===== config.mk =====
export PLATFORM = sky130hd
export DESIGN_NAME = bcd_frame_accumulator
export DESIGN_NICKNAME = d
export VERILOG_FILES = /design/src/rtl/bcd_frame_accumulator.sv
export SDC_FILE = /design/constraint.sdc
export NUM_CORES = 1
export LEC_CHECK = 0
export ABC_CLOCK_PERIOD_IN_PS = 7500
export CORE_UTILIZATION = 60
export CTS_CLUSTER_DIAMETER = 150
export DETAILED_ROUTE_END_ITERATION = 7
export PLACE_DENSITY = 0.85
export REMOVE_ABC_BUFFERS = 1
export SYNTH_ARGS = -nofsm -noshare
export SYNTH_HDL_FRONTEND = slang
export SYNTH_SLANG_ARGS = --single-unit
export TNS_END_PERCENT = 10

===== constraint.sdc =====
create_clock -name clock -period 7.5 [get_ports clock]
set_input_delay 1.875 -clock clock [delete_from_list [all_inputs] [get_ports clock]]
set_output_delay 1.875 -clock clock [all_outputs]
set_load 0.005 [all_outputs]

===== src/rtl/bcd_frame_accumulator.sv =====
// Accumulates N two-digit BCD sums (0..18) into a 3-digit BCD total and hands it downstream.
// Optional input legality checking is enabled by defining BCD_INPUT_CHECK_EN.
module bcd_frame_accumulator #(
  parameter int N = 4
) (
  input  logic       clock,
  input  logic       reset_,
  input  logic       dav_,
  input  logic [3:0] z1,
  input  logic [3:0] z0,
  output logic       rfd,
  output logic       davD_,
  input  logic       rfdD,
  output logic [3:0] s2,
  output logic [3:0] s1,
  output logic [3:0] s0,
  output logic       err
);

  localparam int CW = $clog2(N + 1);

  // Handshake rules (both sides): a sender asserts its active-low valid only while the
  // receiver's ready is high, holds data stable until ready falls, then releases valid;
  // the receiver raises ready again only after seeing valid released.
  typedef enum logic [2:0] {IN_WAIT, IN_ADD, IN_REL, OUT_WAIT, OUT_ACK} state_t;

  state_t        state;
  logic [11:0]   acc;
  logic [CW-1:0] cnt;
  logic [3:0]    lz1;
  logic [3:0]    lz0;
  logic          drop;
  logic          illegal;

  function automatic logic [11:0] bcd_add(input logic [11:0] a, input logic [11:0] b);
    logic [11:0] r;
    logic        c;
    logic [4:0]  sum;
    r = '0;
    c = 1'b0;
    for (int i = 0; i < 3; i++) begin
      sum = {1'b0, a[4*i +: 4]} + {1'b0, b[4*i +: 4]} + {4'd0, c};
      if (sum > 5'd9) begin
        r[4*i +: 4] = 4'(sum - 5'd10);
        c = 1'b1;
      end else begin
        r[4*i +: 4] = sum[3:0];
        c = 1'b0;
      end
    end
    // Hundreds carry-out is dropped; it cannot occur for N <= 55 with legal inputs.
    return r;
  endfunction

`ifdef BCD_INPUT_CHECK_EN
  assign illegal = (z1 > 4'd1) || (z0 > 4'd9) || ({z1, z0} > 8'h18);

  always_ff @(posedge clock or negedge reset_) begin
    if (!reset_) begin
      err <= 1'b0;
    end else if (state == IN_WAIT && !dav_ && illegal) begin
      err <= 1'b1;
    end
  end
`else
  assign illegal = 1'b0;
  assign err     = 1'b0;
`endif

  always_ff @(posedge clock or negedge reset_) begin
    if (!reset_) begin
      state <= IN_WAIT;
      acc   <= '0;
      cnt   <= '0;
      lz1   <= '0;
      lz0   <= '0;
      drop  <= 1'b0;
      rfd   <= 1'b1;
      davD_ <= 1'b1;
      s2    <= '0;
      s1    <= '0;
      s0    <= '0;
    end else begin
      case (state)
        IN_WAIT: begin
          if (!dav_) begin
            lz1   <= z1;
            lz0   <= z0;
            drop  <= illegal;
            rfd   <= 1'b0;
            state <= IN_ADD;
          end
        end
        IN_ADD: begin
          // A dropped sample still completes the handshake but leaves acc and cnt alone.
          if (!drop) begin
            acc <= bcd_add(acc, {4'd0, lz1, lz0});
            cnt <= cnt + 1'b1;
          end
          state <= IN_REL;
        end
        IN_REL: begin
          if (dav_) begin
            if (cnt == CW'(N)) begin
              state <= OUT_WAIT;
            end else begin
              rfd   <= 1'b1;
              state <= IN_WAIT;
            end
          end
        end
        OUT_WAIT: begin
          if (rfdD) begin
            s2    <= acc[11:8];
            s1    <= acc[7:4];
            s0    <= acc[3:0];
            davD_ <= 1'b0;
            state <= OUT_ACK;
          end
        end
        OUT_ACK: begin
          if (!rfdD) begin
            davD_ <= 1'b1;
            acc   <= '0;
            cnt   <= '0;
            rfd   <= 1'b1;
            state <= IN_WAIT;
          end
        end
        default: state <= IN_WAIT;
      endcase
    end
  end

endmodule

==> reports/metrics.yaml, run 1 <==
layout:
  diodes: 0
  final_area_um2: 2600
  final_nets: 273
  n_fill_cell: 238
  drive_above_1_share: 0.122
  syn_to_final_growth_pct: 15.2
outcome:
  status: "complete, no violations"
min_path:
  worst_hold_path.endpoint: "s2[3]$_DFFE_PN0P_"
  hp-class: "reg -> reg"
  hold_start: "s2[3]$_DFFE_PN0P_"
  whs_path_depth: 2
die:
  pin_count: 27
  die_x_um: 63.3
  fp.dieH_um: 63.3
  rows: 21
  dieArea_um2: 4010
  initial_core_util: 0.651
  design.core.area_um2: 3470
logic_synthesis:
  synth_top_area_frac: 0.421
  synth-seq-cells: 40
  synth_cells: 222
  synth_edf_count: 0
  yosysWarnings: 0
  async_reset_ff_frac: 1.00
  netlist_top_cells_area: "dfrtp_1 42%, ha_1 7.8%, mux2_2 7.5%"
  syn_area_um2: 2260
  yosysTopAreaCell: "dfrtp_1"
  synth_ff_type: "dfrtp_1"
  synth_cell_types: 49
  synth_seq_area_share: 0.445
  avgSynthCellArea_um2: 10.2
  yosysMostFrequentCell: "dfrtp_1"
  synth_commonest_cells: "38 x dfrtp_1, 19 x nand2_1, 16 x o21ai_0"
sta:
  tns_ns: 0
  hold_violations: 0
  slew_violations: 0
  finalCritPeriodShare: 0.648
  setup_ws_ns: 2.64
  worst_pin_slew_ns: 1.23
  finalSetupViolations: 0
  fin_skew_ns: 0.00463
  period_needed_ns: 4.86
  rsz0062_at_grt: "false"
  fmax_ghz: 0.206
  relSlewSlack: 0.173
placement:
  placed_area_um2: 2510
  gp_congestion: 0.822
  pre_cts_ws_ns: 2.74
  port_buffers: 25
  dp_hpwl_mm: 2.96
detailed_routing:
  avgRoutedWirePerCell_um: 14.5
  drc: 0
  wl_mm: 4.21
  drtIter0Drc: 90
  drt-pass1-iter-count: 4
  vias_per_cell: 5.87
  via_count: 1707
  antenna_left: 0
flow_run:
  maxCapViolCount: 0
clock_tree:
  post_cts_buffers: 0
  cts-buffers-inserted: 5
  cts_repair_resize_count: 0
  cts.clk_slew.worst_paths_ns: 0.07
  root_buffer: "clkbuf_8"
  cts.sinks: 40
  clk_latency_ns: 0.29
  cts_tree: "yes"
  cts_hold_buf: 0
  clockBufferDepth: 2
  htree_num_levels: 2
grt:
  grt_first_pass_wirelength_mm: 7.32
  grt_pass1_vias: 1604
  grt_max_degree: 41
  grtUsageTotal: 0.238
  grt-ovfl-total: 0
  antenna_found_initial: 0
critical_path:
  startpoint_type: "register"
  cp.required_ns: 7.72
  worstSetupPathType: "reg -> reg"
  reg2reg_from: "acc[0]$_DFFE_PN0P_"
  crit_path_max_fanout: 6
  cp-end-kind: "register"
  rr_worst_depth: 20
  cp.arrival_ns: 5.08
  timing.rr.end: "acc[10]$_DFFE_PN0P_"
  reg2reg_slack_ns: 2.64
layout make-up:
type | instances | area [um^2] | share of cell area
Multi-Input combinational cell | 157 | 1150 | 0.441
Sequential cell | 40 | 1000 | 0.386
Timing Repair Buffer | 25 | 245 | 0.0943
Clock buffer | 8 | 90.1 | 0.0346
Tap cell | 46 | 57.6 | 0.0221
Inverter | 15 | 56.3 | 0.0217
worst max-delay path by stage:
stage / from / end / slack (ns) / cells past startpoint
2_1_floorplan: acc[0]$_DFFE_PN0P_ / acc[10]$_DFFE_PN0P_ / 3.18 / 20
3_3_place_gp: acc[0]$_DFFE_PN0P_ / acc[10]$_DFFE_PN0P_ / 2.95 / 20
3_5_place_dp: acc[0]$_DFFE_PN0P_ / acc[10]$_DFFE_PN0P_ / 2.74 / 20
4_1_cts: acc[0]$_DFFE_PN0P_ / acc[10]$_DFFE_PN0P_ / 2.69 / 20
5_1_grt: acc[0]$_DFFE_PN0P_ / acc[10]$_DFFE_PN0P_ / 2.26 / 20
6_report: acc[0]$_DFFE_PN0P_ / acc[10]$_DFFE_PN0P_ / 2.64 / 20
state kept, by name, indices dropped and copies added, names as in the netlist:
| register | cells |
|---|---|
| rfd | 1 |
| s1 | 4 |
| cnt | 3 |
| lz0 | 4 |
| acc | 12 |
| state | 3 |
| s2 | 4 |
| lz1 | 4 |
| s0 | 4 |
| davD_ | 1 |
critical path: stages (launching register included):
cell and delay [ns]:
dfrtp_1 0.37, ha_1 0.18, inv_1 0.06, fa_1 0.39, xor2_1 0.27, nand2_1 0.13
a21oi_1 0.20, fa_1 0.23, inv_1 0.05, fa_1 0.41, a21o_1 0.19, a21oi_1 0.39
o21ai_0 0.18, ha_1 0.23, ha_1 0.22, xnor2_1 0.16, ha_1 0.26, nor2b_1 0.17
or4_1 0.50, o21ai_0 0.09, o2bb2ai_1 0.12
kinds of logic after synthesis:
kind of cell,count (synthesis),share of synthesized area
muxes,18,0.0881
xor gates and xnor gates,6,0.0233
and+or+nand+nor,61,0.133
other,1,0.00166
DFF,40,0.445
adders and majority gates,17,0.104
AOI/OAI and AO/OA,54,0.155
buffers and inverters,25,0.0499
metrics by stage:
| stage | util | hold slack [ns] | cells |
|---|---|---|---|
| detailed placement | 0.724 | 0.477 | 283 |
| global route | 0.750 | 0.515 | 291 |
| global placement | 0.724 | 0.461 | 283 |
| CTS | 0.750 | 0.494 | 291 |
| floorplan | - | 0.450 | 212 |
| finish | 0.750 | 0.493 | 291 |
placed cells by master, fill, tap and decap left out, types with 2 or more instances in the layout:
| cell | Yosys | layout |
|---|---|---|
| a21oi_1 | 12 | 12 |
| xor2_1 | 2 | 2 |
| nand2b_1 | 2 | 2 |
| o21ai_0 | 16 | 16 |
| nand4_1 | 3 | 3 |
| inv_1 | 15 | 15 |
| clkbuf_8 | 0 | 6 |
| a311oi_1 | 2 | 2 |
| mux2i_1 | 3 | 3 |
| nand3_1 | 5 | 5 |
| or2_2 | 2 | 2 |
| a22o_1 | 3 | 3 |
| nor2_1 | 15 | 15 |
| mux2_2 | 15 | 15 |
| xnor2_1 | 4 | 4 |
| o22ai_1 | 3 | 3 |
| fa_1 | 3 | 3 |
| dfstp_2 | 2 | 2 |
| a21o_1 | 3 | 3 |
| ha_1 | 14 | 14 |
| and2_1 | 3 | 3 |
| a31oi_1 | 2 | 2 |
| nor2b_1 | 3 | 3 |
| clkdlybuf4s50_1 | 0 | 24 |
| or4_1 | 3 | 3 |
| dfrtp_1 | 38 | 38 |
| nand2_1 | 19 | 19 |
| clkbuf_1 | 2 | 2 |
layer usage:
metal,track usage,vias to the layer above,wire [um]
met2,0.404,53,2030
met3,0.0543,6,195
met5,0,-,0
li1,-,829,-
met4,0.0767,0,59
met1,0.297,819,1920
Power of run 1 is not shown: default switching activity piles up to over one toggle a cycle in this logic, so the estimate is an artifact.
==> inputs of run 2 (changes only) <==
ABC_CLOCK_PERIOD_IN_PS = 4300   (was 7500)
CORE_UTILIZATION = 50   (was 60)
PLACE_DENSITY = 0.76   (was 0.85)
clock period = 4.3 ns   (was 7.5 ns; I/O delays follow)
==> run 2 against run 1 <==
Sequential cell count stayed put. Non-clock buffer count is 20 higher. Setup slack worse by 2.5 ns. Fmax is 18% higher. Via count is 4.7% higher. Sequential share of layout area is 4.1 points lower. Global-route usage is 3.1 points lower. Largest cell class unchanged. Cell area is 12% higher. Die area is 19% higher. Critical path type unchanged. Routed wire length is 11% higher. Clock skew is 0.0050 ns higher. Register-to-register slack worse by 2.5 ns.
==> reports/metrics.yaml, run 2 (synthesis gave the netlist of run 1 again) <==
grt:
  grt-ovfl-total: 0
  grt_first_pass_wirelength_mm: 7.90
  antenna_found_initial: 0
  grt_max_degree: 41
  grtUsageTotal: 0.207
  grt_pass1_vias: 1748
die:
  dieArea_um2: 4790
  die_x_um: 69.2
  rows: 24
  initial_core_util: 0.518
  fp.dieH_um: 69.2
  design.core.area_um2: 4350
  pin_count: 27
detailed_routing:
  drt-pass1-iter-count: 6
  met3_length_um: 182
  via_count: 1788
  topRoutingLayerUsed: "met4"
  vias_per_cell: 5.64
  wl_met2_mm: 2.30
  wl_mm: 4.66
  drc: 0
  avgRoutedWirePerCell_um: 14.7
  drtIter0Drc: 71
  routedLengthMet1_mm: 2.11
  antenna_left: 0
placement:
  gp_congestion: 0.831
  dp_hpwl_mm: 3.03
  placed_area_um2: 2610
  port_buffers: 25
layout:
  final_nets: 293
  top_register: "acc"
  n_fill_cell: 336
  layout_commonest_cell: "dfrtp_1"
  multiInputGateArea_um2: 1270
  final_cell_mix: "38 x dfrtp_1, 24 x clkdlybuf4s50_1, 20 x buf_4"
  regArea_um2: 1000
  final_area_um2: 2910
  final_util: 0.668
  largest_register_ff_count: 12
  drive_above_1_share: 0.268
  syn_to_final_growth_pct: 28.8
  diodes: 0
min_path:
  whs_path_depth: 2
  hp-class: "reg -> reg"
sta:
  worst_pin_slew_ns: 0.897
  fin_skew_ns: 0.00959
  hold_violations: 0
  finalCritPeriodShare: 0.962
  period_needed_ns: 4.14
  finalSetupViolations: 0
  slew_violations: 0
  fmax_ghz: 0.242
  relSlewSlack: 0.402
  rsz0062_at_grt: "true"
critical_path:
  rr_worst_depth: 20
  cp-end-kind: "register"
  worstSetupPathType: "reg -> reg"
  startpoint_type: "register"
  cp.arrival_ns: 4.35
  crit_path_max_fanout: 3
  cp.required_ns: 4.52
clock_tree:
  clk_latency_ns: 0.30
  cts.sinks: 40
  cts-buffers-inserted: 5
  root_buffer: "clkbuf_8"
  htree_num_levels: 2
  cts.clk_slew.worst_paths_ns: 0.08
  clockBufferDepth: 2
  cts_tree: "yes"
  cts_hold_buf: 0
outcome:
  status: "complete, no violations"
flow_run:
  maxCapViolCount: 0
[run 2: cell count changes in the layout (fill, tap and decap cells not counted), sizes merged]
cell	before	now
bufinv	0	1
buf	1	21
clkinv	0	1
clkbuf	8	6
[run 2: final timing paths]
check,startpoint,to,slack [ns]
setup reg to reg,acc[0]$_DFFE_PN0P_,acc[10]$_DFFE_PN0P_,0.16
hold reg to reg,s0[1]$_DFFE_PN0P_,s0[1]$_DFFE_PN0P_,0.48
setup / recovery,acc[0]$_DFFE_PN0P_,acc[10]$_DFFE_PN0P_,0.16
hold / removal,s0[1]$_DFFE_PN0P_,s0[1]$_DFFE_PN0P_,0.48
min in group asynchronous,reset_,state[1]$_DFFE_PN0P_,0.90
max in group asynchronous,reset_,acc[7]$_DFFE_PN0P_,2.84
[run 2: cell type report]
class	count	area share
clock buffers	6	0.0284
clock inverters	2	0.0133
inverters	15	0.0194
multi-input cells	157	0.435
flip-flops and latches	40	0.345
well taps	52	0.0224
repair buffers	45	0.136
[run 2: per-stage QoR]
step	setup TNS, ns	cells	hold slack, ns	setup slack [ns]
final	0	317	0.482	0.165
after CTS	0	310	0.490	0.0245
after floorplan	-0.0154	212	0.450	-0.0154
after global routing	-0.0345	317	0.518	-0.0345
after global placement	0	301	0.461	0.105
after detailed placement	-0.0470	301	0.470	-0.0470
[run 2: per-layer routing]
layer	up-vias	GRT usage
met3	6	0.0480
met2	54	0.338
met1	862	0.264
li1	866	-
met5	-	0
met4	0	0.0907
[run 2: critical path, stage by stage, from the launching register on]
cell       delay, ns
dfrtp_1         0.36
ha_2            0.19
inv_2           0.04
fa_2            0.38
xor2_2          0.19
nand2_2         0.09
a21oi_2         0.17
fa_2            0.23
inv_2           0.04
fa_2            0.40
a21o_1          0.21
a21oi_2         0.13
o21ai_1         0.09
ha_2            0.21
ha_4            0.18
xnor2_4         0.13
ha_4            0.17
nor2b_4         0.12
or4_1           0.52
o21ai_1         0.09
o2bb2ai_1       0.11
[run 2: timing repair]
| item | 4_1_cts | 5_1_grt |
|---|---|---|
| setup buffers | 1 | 7 |
| setup endpoints to repair | 1 | 3 |
| pin swaps | 1 | 15 |
| gates resized for setup | 3 | 23 |
Power of run 2 is left out for the same reason.
